--- src/rtl/sample_frame_buffer.sv ---
// rtl/sample_frame_buffer.sv - two-bank ping-pong sample buffer draining I/Q pairs to a ready/valid reader
module sample_frame_buffer #(
  parameter int FW = 5
) (
  input  logic        dsp_clk,
  input  logic        rst,
  input  logic [15:0] write_data,
  input  logic [15:0] write_addr,
  input  logic        write_en_in,
  output logic [15:0] out_i,
  output logic [15:0] out_q,
  output logic        out_valid,
  input  logic        out_ready,
  output logic        out_last,
  output logic [1:0]  bank_full,
  output logic        overflow,
  output logic [7:0]  drop_count
);

  localparam int AW = FW + 1;
  localparam int PW = (FW > 1) ? FW - 1 : 1;
  localparam logic [PW-1:0] P_LAST = PW'((2 ** (FW - 1)) - 1);

  typedef enum logic [1:0] {IDLE, RD_I, RD_Q, HOLD} state_t;

  state_t         r_state;
  state_t         w_state_nxt;
  logic           r_rd_bank;
  logic [PW-1:0]  r_pair;
  logic [15:0]    r_mem [2 ** AW];
  logic [15:0]    r_ram_rd;
  logic [15:0]    r_out_i;
  logic [1:0]     r_full;
  logic           r_overflow;
  logic [7:0]     r_drops;

  logic           w_wbank;
  logic           w_woff_last;
  logic           w_wr_ok;
  logic           w_wr_drop;
  logic           w_pair_last;
  logic           w_xfer;
  logic           w_release;
  logic           w_rd_en;
  logic [AW-1:0]  w_rd_addr;
  logic [1:0]     w_set;
  logic [1:0]     w_clr;
  logic           w_unused_addr;

  assign w_unused_addr = &{1'b0, write_addr[15:FW+1]};

  // Acceptance looks at the flag as it stood before this edge, so a bank
  // released on this same edge still drops the write.
  assign w_wbank     = write_addr[FW];
  assign w_woff_last = &write_addr[FW-1:0];
  assign w_wr_ok     = write_en_in & ~r_full[w_wbank];
  assign w_wr_drop   = write_en_in & r_full[w_wbank];
  assign w_pair_last = (r_pair == P_LAST);
  assign w_xfer      = (r_state == HOLD) & out_ready;
  assign w_release   = w_xfer & w_pair_last;
  assign w_set       = (w_wr_ok & w_woff_last) ? (2'b01 << w_wbank) : 2'b00;
  assign w_clr       = w_release ? (2'b01 << r_rd_bank) : 2'b00;

  always_comb begin
    w_state_nxt = r_state;
    w_rd_en     = 1'b0;
    w_rd_addr   = {r_rd_bank, {FW{1'b0}}} | AW'({r_pair, 1'b0});
    case (r_state)
      IDLE: if (r_full[r_rd_bank]) w_state_nxt = RD_I;
      RD_I: begin
        w_rd_en     = 1'b1;
        w_state_nxt = RD_Q;
      end
      RD_Q: begin
        w_rd_en      = 1'b1;
        w_rd_addr[0] = 1'b1;
        w_state_nxt  = HOLD;
      end
      HOLD: if (out_ready) w_state_nxt = w_pair_last ? IDLE : RD_I;
      default: w_state_nxt = IDLE;
    endcase
  end

  always_ff @(posedge dsp_clk) begin
    if (!rst && w_wr_ok) r_mem[write_addr[FW:0]] <= write_data;
  end

  // The read register doubles as out_q; it only moves in RD_I/RD_Q so it is stable in HOLD.
  always_ff @(posedge dsp_clk) begin
    if (rst)          r_ram_rd <= 16'h0000;
    else if (w_rd_en) r_ram_rd <= r_mem[w_rd_addr];
  end

  always_ff @(posedge dsp_clk) begin
    if (rst) begin
      r_state    <= IDLE;
      r_rd_bank  <= 1'b0;
      r_pair     <= '0;
      r_out_i    <= 16'h0000;
      r_full     <= 2'b00;
      r_overflow <= 1'b0;
      r_drops    <= 8'h00;
    end else begin
      r_state <= w_state_nxt;
      r_full  <= (r_full & ~w_clr) | w_set;
      if (r_state == RD_Q) r_out_i <= r_ram_rd;
      if (w_xfer) r_pair <= w_pair_last ? '0 : r_pair + 1'b1;
      if (w_release) r_rd_bank <= ~r_rd_bank;
      if (w_wr_drop) begin
        r_overflow <= 1'b1;
        if (r_drops != 8'hFF) r_drops <= r_drops + 8'h01;
      end
    end
  end

  assign out_valid  = (r_state == HOLD);
  assign out_last   = out_valid & w_pair_last;
  assign out_i      = r_out_i;
  assign out_q      = r_ram_rd;
  assign bank_full  = r_full;
  assign overflow   = r_overflow;
  assign drop_count = r_drops;

endmodule

--- config.mk ---
export PLATFORM = sky130hd
export DESIGN_NAME = sample_frame_buffer
export DESIGN_NICKNAME = d
export VERILOG_FILES = /design/src/rtl/sample_frame_buffer.sv
export SDC_FILE = /design/constraint.sdc
export NUM_CORES = 1
export LEC_CHECK = 0
export CORE_AREA = 3 3 263 368
export CTS_CLUSTER_DIAMETER = 200
export DETAILED_ROUTE_END_ITERATION = 8
export DIE_AREA = 0 0 266 371
export PLACE_DENSITY = 0.6
export SYNTH_ARGS = -nofsm -noshare
export SYNTH_HDL_FRONTEND = slang
export SYNTH_SLANG_ARGS = --single-unit
--- constraint.sdc ---
create_clock -name dsp_clk -period 2.5 [get_ports dsp_clk]
set_clock_uncertainty 0.05 [all_clocks]
set_input_delay 0.25 -clock dsp_clk [delete_from_list [all_inputs] [get_ports dsp_clk]]
set_output_delay 0.25 -clock dsp_clk [all_outputs]
set_load 0.02 [all_outputs]
==> results.md <==
* Cell Area, Placed at around 47000 um^2
* Antenna Violating Nets Remaining at 0
* Number of synthesized flops with an enable pin at a little over 1000
* CP Launch Type: flop
* RSZ-0062 raised after global routing: true
* Combinational Power Share at under 10%
* CP Data Arrival Time at roughly 3100 ps
* First-pass GRT wire length at 159000 um
* Min Tclk post-route at 2630 ps
* Initial antenna violation count at 2
* Register area share after synthesis at 75.6%
* Asr flop ratio synth at 0%
* Largest net degree at the start of global routing at 65
* Finished Cell Area at 51000 um^2
* Endpoints failing hold at 0
* Max VDD drop at ~0.55 mV
* Sink Count at 1074
* Synth Instances at ~2100
* Worst slew pin tran at 897 ps
* Post-synth net total at 2155
* Synth warn at 0
* Worst r2r dst: out_q[12]$_SDFFE_PP0P_
* Placed insts at 3567
* Die Span X at around 270 um
* Reg area at 31800 um^2
* Total GRT Usage at 22.5%
* Most common cell after layout, fill and taps aside: edfxtp_1
* Yosys cell types at 49
* Hold crit path type: in2reg
* Vias after detailed routing at 22000
* R2R setup slack at -130 ps
* I/O pin count at 81
* DRT iter0 DRCs at between 2000 and 2500
* Critical path fanouts, max at 5
* Post-synth top flop: edfxtp_1
* Sequential Power Share at 53.0%
* Clock power share at around two fifths
* Cell Pwr Density at 740 nW/um^2
* Max Clk Rate at approximately 0.38 GHz
* #FFs+latches synth at 1074
* # DRC at 0
* R2R cell count at 9
* Max cap viols at 0
* Leak Pwr at between 15 and 20 nW
* CP required at roughly 3000 ps
* Htree depth at 3
* Net Sw Power at about 0.008 W
* Clock Path Buffers at 3
* Final period utilization at 105%
* Slew Viols, Final at 0
* Final nets at between 2000 and 3000
* Die H at 371 um
* FP Rows at 133
* Clock Latency Late Sink at 690 ps
* CTS tree: built
* GP Congestion at 0.890
* Layout cells sized above 1 at just over 30%
* Endpoints failing setup at 16
* Fill count at 7216
* Final std cells w/o fill at 3798
* Sw Share at ~21%
* Ranking of synthesized cells by area: edfxtp_1 (73%), mux4_2 (10%), mux2i_1 (3.5%)
* Worst Hold End: r_mem[48][9]$_DFFE_PP_
* Vias in the first global route at roughly 23000
* Setup_tns at -747 ps
* Drt wl/cell at 28.9 um
* Multi-input gate area at just under 10000 um^2
* Synth Cell Area at 42000 um^2
* Most frequent cells in the layout: edfxtp_1 (1024), buf_4 (238), mux4_2 (192), mux2i_1 (135), nor2_1 (116)
* FF-to-FF Start: r_state[0]$_SDFFE_PP0P_
* Setup ws final at -127 ps
* Synth top area share at 73.3%
* Endpoint class of the critical path: flop
* Hold Startpoint: write_data[9]
* Area growth syn-to-layout at 21.6%
* Total gr overflow at 0
* Pre-Repair DR Iteration Count at 5
* Core region area at 93900 um^2
* Number of port buffers at 70
* Clock transition at path regs at roughly 70 ps
* Area leader, netlist: edfxtp_1
* Mean post-synth cell area at approximately 20 um^2
* Status: finished with violations
* Root Driver: clkbuf_16
* Initial Util at 44.7%
* Routed WL at roughly 110000 um
* Worst Path Class, Setup: reg2reg
* Hold path depth at 2
* Failing checks: negative setup slack
* Cell-internal power at between 0.02 and 0.03 W
* Vias per inst at 5.80
* Final HPWL DP at around 71000 um
* Max-slew headroom at about 40%
* Cts bufs inserted at 100
* Die area at 98700 um^2
cell type report:
cell class	instances	area share (%)
well taps	1215	2.98
inverters	6	0.0441
multi-input cells	904	19.4
diodes	1	0.00490
flip-flops and latches	1074	62.2
repair buffers	418	9.06
clock inverters	57	1.17
clock buffers	123	5.17
worst max-delay path by stage:
stage                     cells past startpoint                      to                    start
after floorplan                               5  r_mem[62][0]$_DFFE_PP_            write_addr[5]
after global placement                        9  out_q[12]$_SDFFE_PP0P_  r_state[0]$_SDFFE_PP0P_
after detailed placement                      9  out_q[12]$_SDFFE_PP0P_  r_state[0]$_SDFFE_PP0P_
after CTS                                     9  out_q[12]$_SDFFE_PP0P_  r_state[0]$_SDFFE_PP0P_
after global routing                         11   out_q[0]$_SDFFE_PP0P_  r_state[0]$_SDFFE_PP0P_
final                                         9  out_q[12]$_SDFFE_PP0P_  r_state[0]$_SDFFE_PP0P_
per-stage QoR:
step	total power [W]	setup slack, ps	hold WS [ps]	utilization [%]
global placement	0.0226	-751	412	49.8
global route	0.0389	-176	25.0	54.4
finish	0.0378	-127	27.3	54.4
detailed placement	0.0227	-706	416	49.8
floorplan	0.0214	-130	299	-
CTS	0.0380	-89.7	0.397	54.2
registers in the layout, indices dropped and copies added, names as in the netlist:
register	count
r_rd_bank	1
bank_full	2
drop_count	8
out_q	16
r_mem	1024
out_i	16
r_state	2
overflow	1
r_pair	4
per-layer routing:
layer	global-route usage, %	vias to the layer above	share of wire, %
met1	28.5	11600	38
met4	9.42	2	4.2
li1	-	9404	-
met3	3.20	190	6.0
met2	39.1	787	52
met5	0	-	0.013
cell families after synthesis:
| logic type | count (synthesis) | share of synthesized area (%) |
|---|---|---|
| AND/OR/NAND/NOR | 278 | 3.20 |
| multiplexers | 371 | 14.7 |
| AO/OA/AOI/OAI | 242 | 4.37 |
| buffers and inverters | 135 | 1.80 |
| XOR/XNOR | 7 | 0.146 |
| flip-flops | 1074 | 75.6 |
| adder cells (fa/ha/maj) | 6 | 0.179 |
power by group through the flow:
stage / Sequential (W) / Combinational, W / Clock [W]
CTS: 0.0200 / 0.00256 / 0.0155
global route: 0.0200 / 0.00274 / 0.0162
detailed placement: 0.0204 / 0.00229 / 0
global placement: 0.0204 / 0.00226 / 0
floorplan: 0.0204 / 0.00106 / 0
finish: 0.0200 / 0.00260 / 0.0151
critical path, stage by stage, from the launching register on:
cell	delay, ps
dfxtp_2	330
inv_2	80
ha_4	230
buf_6	170
buf_12	120
mux4_2	480
nor2b_1	180
a211o_1	320
a211oi_4	400
o32ai_1	130
synth_stat cells (5+ instances only):
cell and number:
nor2b_1 68, nand3_1 10, nand2_1 32, a31o_1 12, o41ai_1 12, a211o_1 32
xnor2_1 5, o22ai_1 16, a22oi_1 16, nand2b_1 19, inv_1 6, mux2i_1 146
o32ai_1 15, a21oi_1 56, mux2_1 31, buf_4 16, edfxtp_1 1024, a211oi_2 9
buf_6 16, dfxtp_1 50, ha_1 6, mux4_2 192, buf_1 13, nor2_1 129
a211oi_1 56, clkbuf_1 49, a31o_2 6, buf_2 33
repair_timing:
item / CTS / global route
hold endpoints to repair: 4 / 0
resized for setup: 93 / 22
setup endpoints to repair: 18 / 17
pin swaps: 16 / 8
gates cloned: 6 / 1
buffers inserted: 31 / 12
hold buffers: 1 / 0
Note: power is estimated with default switching activity, not from simulation.
